[src/rtl/cle_seq_gen.sv]
`default_nettype none
// ============================================================================
// Module  : cle_seq_gen
// Brief   : Qualified bus-cycle sequencer; counts to a captured target, then
//           pulses strobe and holds done until qualification drops.
// Revision: 1.0
// ============================================================================
module cle_seq_gen #(
    parameter int         STATE_W = 6,
    parameter int         ADDR_W  = 4,
    parameter logic [1:0] BASE    = 2'b01,
    parameter bit         GRAY    = 1'b0
) (
    input  logic               clk,
    input  logic               rst_n,
    input  logic               sser_n,
    input  logic [1:0]         ba_hi,
    input  logic [ADDR_W-1:0]  ba_field,
    input  logic               br_w,
    input  logic               oe,
    output logic [STATE_W-1:0] state_q,
    output logic               state_en,
    output logic               sdrd,
    output logic               sdrd_en,
    output logic               strobe,
    output logic               done
);

    typedef enum logic [2:0] {
        S_IDLE  = 3'd0,
        S_ARM   = 3'd1,
        S_RUN   = 3'd2,
        S_MATCH = 3'd3,
        S_DONE  = 3'd4
    } fsm_t;

    fsm_t               fsm_q, fsm_d;
    logic [STATE_W-1:0] cnt_q, cnt_d;
    logic [ADDR_W-1:0]  tgt_q, tgt_d;
    logic [STATE_W-1:0] tgt_ext;
    logic               qual;

    assign qual = ~sser_n & (ba_hi == BASE) & br_w;

    always_comb begin
        tgt_ext               = '0;
        tgt_ext[ADDR_W-1:0]   = tgt_q;
    end

    always_ff @(posedge clk or negedge rst_n) begin
        if (!rst_n) begin
            fsm_q <= S_IDLE;
            cnt_q <= '0;
            tgt_q <= '0;
        end else begin
            fsm_q <= fsm_d;
            cnt_q <= cnt_d;
            tgt_q <= tgt_d;
        end
    end

    // Loss of qualification overrides every other transition.
    always_comb begin
        fsm_d = fsm_q;
        cnt_d = cnt_q;
        tgt_d = tgt_q;
        if (!qual) begin
            fsm_d = S_IDLE;
            cnt_d = '0;
        end else begin
            case (fsm_q)
                S_IDLE: begin
                    fsm_d = S_ARM;
                    tgt_d = ba_field;
                    cnt_d = '0;
                end
                S_ARM: begin
                    fsm_d = S_RUN;
                    cnt_d = '0;
                end
                S_RUN: begin
                    if (cnt_q == tgt_ext) begin
                        fsm_d = S_MATCH;
                    end else begin
                        cnt_d = cnt_q + STATE_W'(1);
                    end
                end
                S_MATCH: fsm_d = S_DONE;
                S_DONE:  fsm_d = S_DONE;
                default: begin
                    fsm_d = S_IDLE;
                    cnt_d = '0;
                end
            endcase
        end
    end

    generate
        if (GRAY) begin : g_gray
            assign state_q = cnt_q ^ (cnt_q >> 1);
        end else begin : g_bin
            assign state_q = cnt_q;
        end
    endgenerate

    assign state_en = oe;
    assign sdrd     = ^cnt_q;
    assign sdrd_en  = (fsm_q == S_RUN) & qual;
    assign strobe   = (fsm_q == S_MATCH);
    assign done     = (fsm_q == S_DONE);

endmodule
`default_nettype wire

[config.mk]
export PLATFORM = sky130hd
export DESIGN_NAME = cle_seq_gen
export DESIGN_NICKNAME = d
export VERILOG_FILES = /design/src/rtl/cle_seq_gen.sv
export SDC_FILE = /design/constraint.sdc
export NUM_CORES = 1
export LEC_CHECK = 0
export CAP_MARGIN = 20
export CORE_MARGIN = 10
export CORE_UTILIZATION = 46
export DETAILED_ROUTE_END_ITERATION = 6
export PLACE_DENSITY_LB_ADDON = 0.25
export RECOVER_POWER = 50
export SLEW_MARGIN = 0
export SYNTH_ARGS = -nofsm -noshare
export SYNTH_HDL_FRONTEND = slang
export SYNTH_SLANG_ARGS = --single-unit
[constraint.sdc]
create_clock -name clk -period 2.4 [get_ports clk]
set_input_delay 0.72 -clock clk [delete_from_list [all_inputs] [get_ports clk]]
set_output_delay 0.72 -clock clk [all_outputs]
set_load 0.02 [all_outputs]
==> results of run 1 <==
what timing repair did:
| action | in CTS | in global routing |
|---|---|---|
| pin swaps | 3 | 2 |
| resized for setup | 14 | 3 |
| buffers inserted | 2 | 1 |
| setup endpoints to repair | 3 | 3 |
sequential cells by signal, indices dropped and copies added (netlist names):
signal,flops
state_q,6
tgt_q,4
fsm_q,3
layout make-up:
type,count,share of cell area (%)
well taps,25,2.841
multi-input cells,53,40.23
clock buffers,4,2.386
inverters,5,1.705
flip-flops and latches,13,29.66
repair buffers,29,23.18
critical path, stage by stage:
cell and delay, ps:
dlygate4sd2_1 220, nand4bb_1 200, or2_4 270, nor2_4 100, buf_6 120
layout by cell type (no fill, tap or decap), types with 2 or more instances in the layout:
master / instances
nor2_1: 3
dlygate4sd2_1: 5
clkdlybuf4s50_1: 11
nand3_1: 2
a21o_1: 2
dfrtp_1: 12
o311ai_1: 2
inv_1: 5
xnor2_1: 2
nand2b_1: 3
ha_1: 3
mux2_2: 4
clkbuf_4: 3
nand2_1: 4
buf_4: 10
o31ai_1: 2
stage by stage:
step	cell area, um2	util (%)	hold WS [ps]	total power, mW
2_1_floorplan	813.3	-	424.4	0.3089
3_3_place_gp	1059	61.98	513.5	0.3267
3_5_place_dp	1059	61.98	522.8	0.3289
4_1_cts	1097	64.25	540.1	0.4620
5_1_grt	1101	64.47	558.6	0.4802
6_report	1101	64.47	532.8	0.4583
kinds of logic (layout without fill, tap and decap cells):
group | count (synthesis) | count (layout)
AND/OR/NAND/NOR | 27 | 27
multiplexers | 4 | 4
XOR/XNOR | 3 | 3
flip-flops | 13 | 13
AO/OA/AOI/OAI | 16 | 16
adder cells (fa/ha/maj) | 3 | 3
buffers and inverters | 9 | 38
worst paths after layout:
kind	start	end	slack, ps	cells after the start
max reg2reg	state_q[1]	state_q[5]	520	6
min in group asynchronous	rst_n	state_q[2]	880	1
max in group asynchronous	rst_n	fsm_q[1]	1090	1
min reg2reg	tgt_q[0]	tgt_q[0]	530	1
max	sser_n	sdrd_en	50	5
min	tgt_q[0]	tgt_q[0]	530	1
power by group:
part	switching, mW	internal (mW)	total [mW]	leakage [nW]
Combinational	0.0329	0.0396	0.0724	0.324
Sequential	0.0145	0.235	0.250	0.172
Clock	0.0719	0.0645	0.136	0.0150
routing by layer:
layer	global-route usage (%)	share of wire [%]
met5	0	0
met4	4.777	1.6
met3	3.455	7.8
met2	16.37	48
met1	10.57	42
==> flow_summary_export.csv, run 1 <==
group,metric,value,unit
status,status,"completed",
pwr,p_leak,0.5106,nW
timing,fin_crit_sh,98.09,%
final_layout,seq_area,326.6,um2
global_routing,grtUsageTotal,9.725,%
timing,setup_viol,0,
logic_synthesis,synth-simple-area-share,22.92,%
cts,cts_tree,"yes",
logic_synthesis,ys_warn_count,0,
placement,place_congestion,0.8609,
detailed_routing,vias,682,
floorplan,dieHeight,62.05,um
final_layout,fillers,148,
logic_synthesis,post-synth-top-area-cell,"dfrtp_1",
floorplan,die_w,62.05,um
cts,clk_latency,280,ps
timing,setup_tns,0,ps
detailed_routing,firstDrtPassIters,4,
floorplan,dieArea,0.003850,mm2
detailed_routing,wl,1728,um
detailed_routing,wire_per_inst,13.40,um
cts,clk_path_buf_depth,2,
detailed_routing,ant_nets,0,
detailed_routing,drt_iter0_markers,10,
logic_synthesis,yosys-mux-area-fraction,5.538,%
placement,hpwl,1402,um
placement,pre_cts_slack,-733.3,ps
cts,ctsHtreeMaxLevel,1,
critical_path,arrival,1630,ps
pwr,peakVddDrop,376.0,uV
critical_path,worstSetupPathType,"in2out",
logic_synthesis,ys_ff_latch,13,
logic_synthesis,synth_edf_count,0,
global_routing,grt_pass1_wl,2780,um
placement,dp.cells,122,
cts,cts_hold_buf,0,
timing,relSlewSlack,59.90,%
logic_synthesis,synthesis.nets,89,
logic_synthesis,netlist.area_leader.share,40.00,%
logic_synthesis,synthTopCellsByCount,"dfrtp_1 (13), inv_1 (5), mux2_2 (4), nand2_1 (4)",
logic_synthesis,synth_most_common_cell,"dfrtp_1",
placement,port_buffers,19,
final_layout,stdcell_count,129,
final_layout,nNetsFinal,119,
timing,finClkSkew,4.314,ps
global_routing,grt_max_degree,14,
detailed_routing,drc,0,
cts,cts_buffers,3,
logic_synthesis,yosys-top-cells-area,"dfrtp_1 (40%), mux2_2 (5.5%), ha_1 (4.6%), inv_1 (2.3%), nand2b_1 (2.3%)",
logic_synthesis,synth_top_family_by_area,"simple AND/OR/NAND/NOR gates",
global_routing,grt-ovfl-total,0,
pwr,p_per_area,416.2,mW/mm2
cts,clk_pin_slew_worst_paths,80,ps
critical_path,start_kind,"primary input",
cts,cts_root_buffer,"clkbuf_4",
logic_synthesis,ys.flop_type,"dfrtp_1",
timing,slew_viol_final,0,
floorplan,io_pins,22,
critical_path,cp_max_fo,2,
logic_synthesis,synth-seq-area-share,40.00,%
logic_synthesis,synth-compound-area-share,17.85,%
logic_synthesis,syn_inst,75,
timing,setup_ws,45.96,ps
floorplan,start_util,47.62,%
timing,clock.fmax,424.8,MHz
timing,finalCriticalPeriod,2354,ps
logic_synthesis,syn_avg_cell_area,10.84,um2
critical_path,worstPathRequired,1680,ps
hold_path,hp-class,"reg2reg",
final_layout,multi_input_area,442.9,um2
global_routing,antenna_found_initial,0,
floorplan,fp-row-count,15,
logic_synthesis,mappedNetlistArea,813.3,um2
critical_path,cp-end-kind,"primary output",
final_layout,layout-drive-gt1-share,26.92,%
global_routing,grt_pass1_vias,659,
logic_synthesis,synth-xor-area-share,3.231,%
job,maxCapViolations,0,
final_layout,areaGrowthSynthToFinish,35.39,%
floorplan,core,0.001708,mm2
logic_synthesis,ys_types,42,
timing,final_hold_viol_count,0,
cts,cts.sinks,13,
timing,tightest_slew,599.5,ps
final_layout,num_antenna_cells,0,
logic_synthesis,async_flop_share,100.0,%
logic_synthesis,synthAdderAreaFrac,4.615,%
detailed_routing,vias_per_cell,5.287,
No activity file was read; power rests on OpenSTA's default activity.
==> run 2, diff against run 1 <==
--- a/config.mk
+++ b/config.mk
@@ -9,6 +9,7 @@
 export CORE_MARGIN = 10
 export CORE_UTILIZATION = 46
 export DETAILED_ROUTE_END_ITERATION = 6
+export HOLD_SLACK_MARGIN = 0.1
 export PLACE_DENSITY_LB_ADDON = 0.25
 export RECOVER_POWER = 50
 export SLEW_MARGIN = 0
==> results of run 2 <==
Same layout as run 1: the final DEF is identical, and so are final timing and power.
==> run 3, diff against run 2 <==
--- a/config.mk
+++ b/config.mk
@@ -6,7 +6,6 @@
 export NUM_CORES = 1
 export LEC_CHECK = 0
 export CAP_MARGIN = 20
-export CORE_MARGIN = 10
 export CORE_UTILIZATION = 46
 export DETAILED_ROUTE_END_ITERATION = 6
 export HOLD_SLACK_MARGIN = 0.1
==> run 3 against run 2 <==
Cell area is 0.11% lower. Clock power is 7% higher. Total power is 2.4% higher. Die area is 50% lower. Critical path type unchanged. The run now ends with DRC left. Combinational power is 2.9% higher. Register-to-register slack hardly changed. Clock-buffer cell count is 1 lower. First-iteration DRC count is 70% higher. Worst hold slack better by 2.6 ps. Routed wire length is 3.9% lower. Maximum frequency is 0.61% lower.
==> flow_summary_export.csv, run 3 (synthesized netlist as in run 1, its figures left out) <==
group,metric,value,unit
status,status,"finished with violations",
status,violations,"DRC",
critical_path,r2r_cells,6,
cts,clk_pin_slew_worst_paths,90,ps
final_layout,num_antenna_cells,0,
final_layout,nNetsFinal,118,
cts,cts_tree,"yes",
detailed_routing,vias,665,
placement,hpwl,1233,um
detailed_routing,vias_per_cell,5.588,
final_layout,largest_reg_flops,6,
timing,rsz0062_at_grt,"yes",
hold_path,whs_path_depth,1,
pwr,clock_power_share,30.9,%
final_layout,final_common_cell,"dfrtp_1",
detailed_routing,firstDrtPassIters,7,
final_layout,finish.utilization,69.76,%
timing,relSlewSlack,59.50,%
timing,clock.fmax,422.2,MHz
timing,tightest_slew,605.4,ps
floorplan,die_w,44.05,um
pwr,p_int,337.2,uW
global_routing,antenna_found_initial,0,
timing,final_hold_viol_count,0,
pwr,combPwrFrac,15.9,%
cts,clk_path_buf_depth,2,
global_routing,grt_max_degree,14,
critical_path,start_kind,"primary input",
floorplan,core,0.001577,mm2
job,maxCapViolations,0,
timing,slew_viol_final,0,
global_routing,grt_pass1_wl,2987,um
placement,pre_cts_slack,-706.3,ps
critical_path,cp-end-kind,"primary output",
cts,cts_buffers,3,
floorplan,io_pins,22,
floorplan,dieArea,0.001940,mm2
cts,cts_root_buffer,"clkbuf_4",
detailed_routing,wire_per_inst,13.95,um
critical_path,arrival,1650,ps
placement,place_congestion,0.8026,
detailed_routing,wl,1660,um
pwr,p_sw_share,28.14,%
cts,cts.sinks,13,
hold_path,hp-class,"reg2reg",
final_layout,fillers,130,
placement,port_buffers,19,
pwr,seq_power_share,53.2,%
timing,setup_viol,0,
detailed_routing,drc,1,
floorplan,start_util,51.59,%
placement,place_area,0.001055,mm2
pwr,switchingPower,132.0,uW
critical_path,worstSetupPathType,"in2out",
global_routing,grt-ovfl-total,0,
timing,finClkSkew,4.623,ps
critical_path,worstPathRequired,1680,ps
timing,finalCriticalPeriod,2368,ps
final_layout,areaGrowthSynthToFinish,35.23,%
cts,clk_latency,290,ps
pwr,p_per_area,426.6,mW/mm2
floorplan,dieHeight,44.05,um
pwr,peakVddDrop,282.8,uV
final_layout,layout-drive-gt1-share,28.16,%
timing,setup_ws,31.51,ps
floorplan,fp-row-count,14,
global_routing,grtUsageTotal,21.39,%
detailed_routing,ant_nets,0,
final_layout,final_area,0.001100,mm2
global_routing,grt_pass1_vias,660,
final_layout,stdcell_count,119,
detailed_routing,drt_iter0_markers,17,
critical_path,cp_max_fo,3,
placement,dp.cells,114,
timing,fin_crit_sh,98.69,%
pwr,p_leak,0.5149,nW
final_layout,mostFrequentLayoutCells,"dfrtp_1 (12), clkdlybuf4s50_1 (11), buf_4 (9)",
cts,ctsHtreeMaxLevel,1,
[run 3: stage by stage]
step | hold slack (ps) | TNS (ps) | total power, mW
6_report | 535.4 | 0 | 0.4692
5_1_grt | 559.1 | -4.191 | 0.4931
4_1_cts | 542.9 | 0 | 0.4755
3_3_place_gp | 507.7 | -1006 | 0.3260
3_5_place_dp | 516.8 | -1194 | 0.3287
2_1_floorplan | 424.4 | 0 | 0.3089
[run 3: what timing repair did]
item	in CTS	in global routing
resized for setup	16	3
hold buffers	0	0
buffers inserted	1	0
pin swaps	3	1
hold endpoints to repair	0	0
setup endpoints to repair	3	3
[run 3: power groups by stage]
stage | clock (mW) | combinational (mW) | sequential [mW]
after floorplan | 0 | 0.0577 | 0.251
after detailed placement | 0 | 0.0746 | 0.254
after global routing | 0.159 | 0.0816 | 0.252
after CTS | 0.152 | 0.0733 | 0.250
after global placement | 0 | 0.0729 | 0.253
final | 0.145 | 0.0745 | 0.250
[run 3: layout make-up]
class	instances	area, um2	share of cell area, %
clock buffers	3	22.52	2.048
clock inverters	1	5.005	0.4551
inverters	5	18.77	1.706
multi-input cells	53	459.2	41.75
flip-flops and latches	13	326.6	29.69
well taps	16	20.02	1.820
repair buffers	28	247.7	22.53
[run 3: worst max-delay path, stage by stage]
cell and delay [ps]:
dlygate4sd2_1 230, nand4bb_4 220, or2_4 260, nor2_4 90
buf_6 120
[run 3: final timing paths]
path | start | end | slack (ps)
worst max-delay path | ba_hi[1] | sdrd_en | 30
worst min-delay path | tgt_q[0] | tgt_q[0] | 540
worst max register to register | state_q[1] | state_q[5] | 520
worst min register to register | tgt_q[0] | tgt_q[0] | 540
max in group asynchronous | rst_n | fsm_q[1] | 1100
min in group asynchronous | rst_n | state_q[2] | 870
[run 3: per-layer routing]
layer  part of all wire (%)  vias up  global-route usage (%)
li1                       -      328                       -
met1                     48      317                   28.23
met2                     46       17                   32.94
met3                    5.1        3                   8.571
met4                   0.78        0                   5.455
met5                      0        -                       0
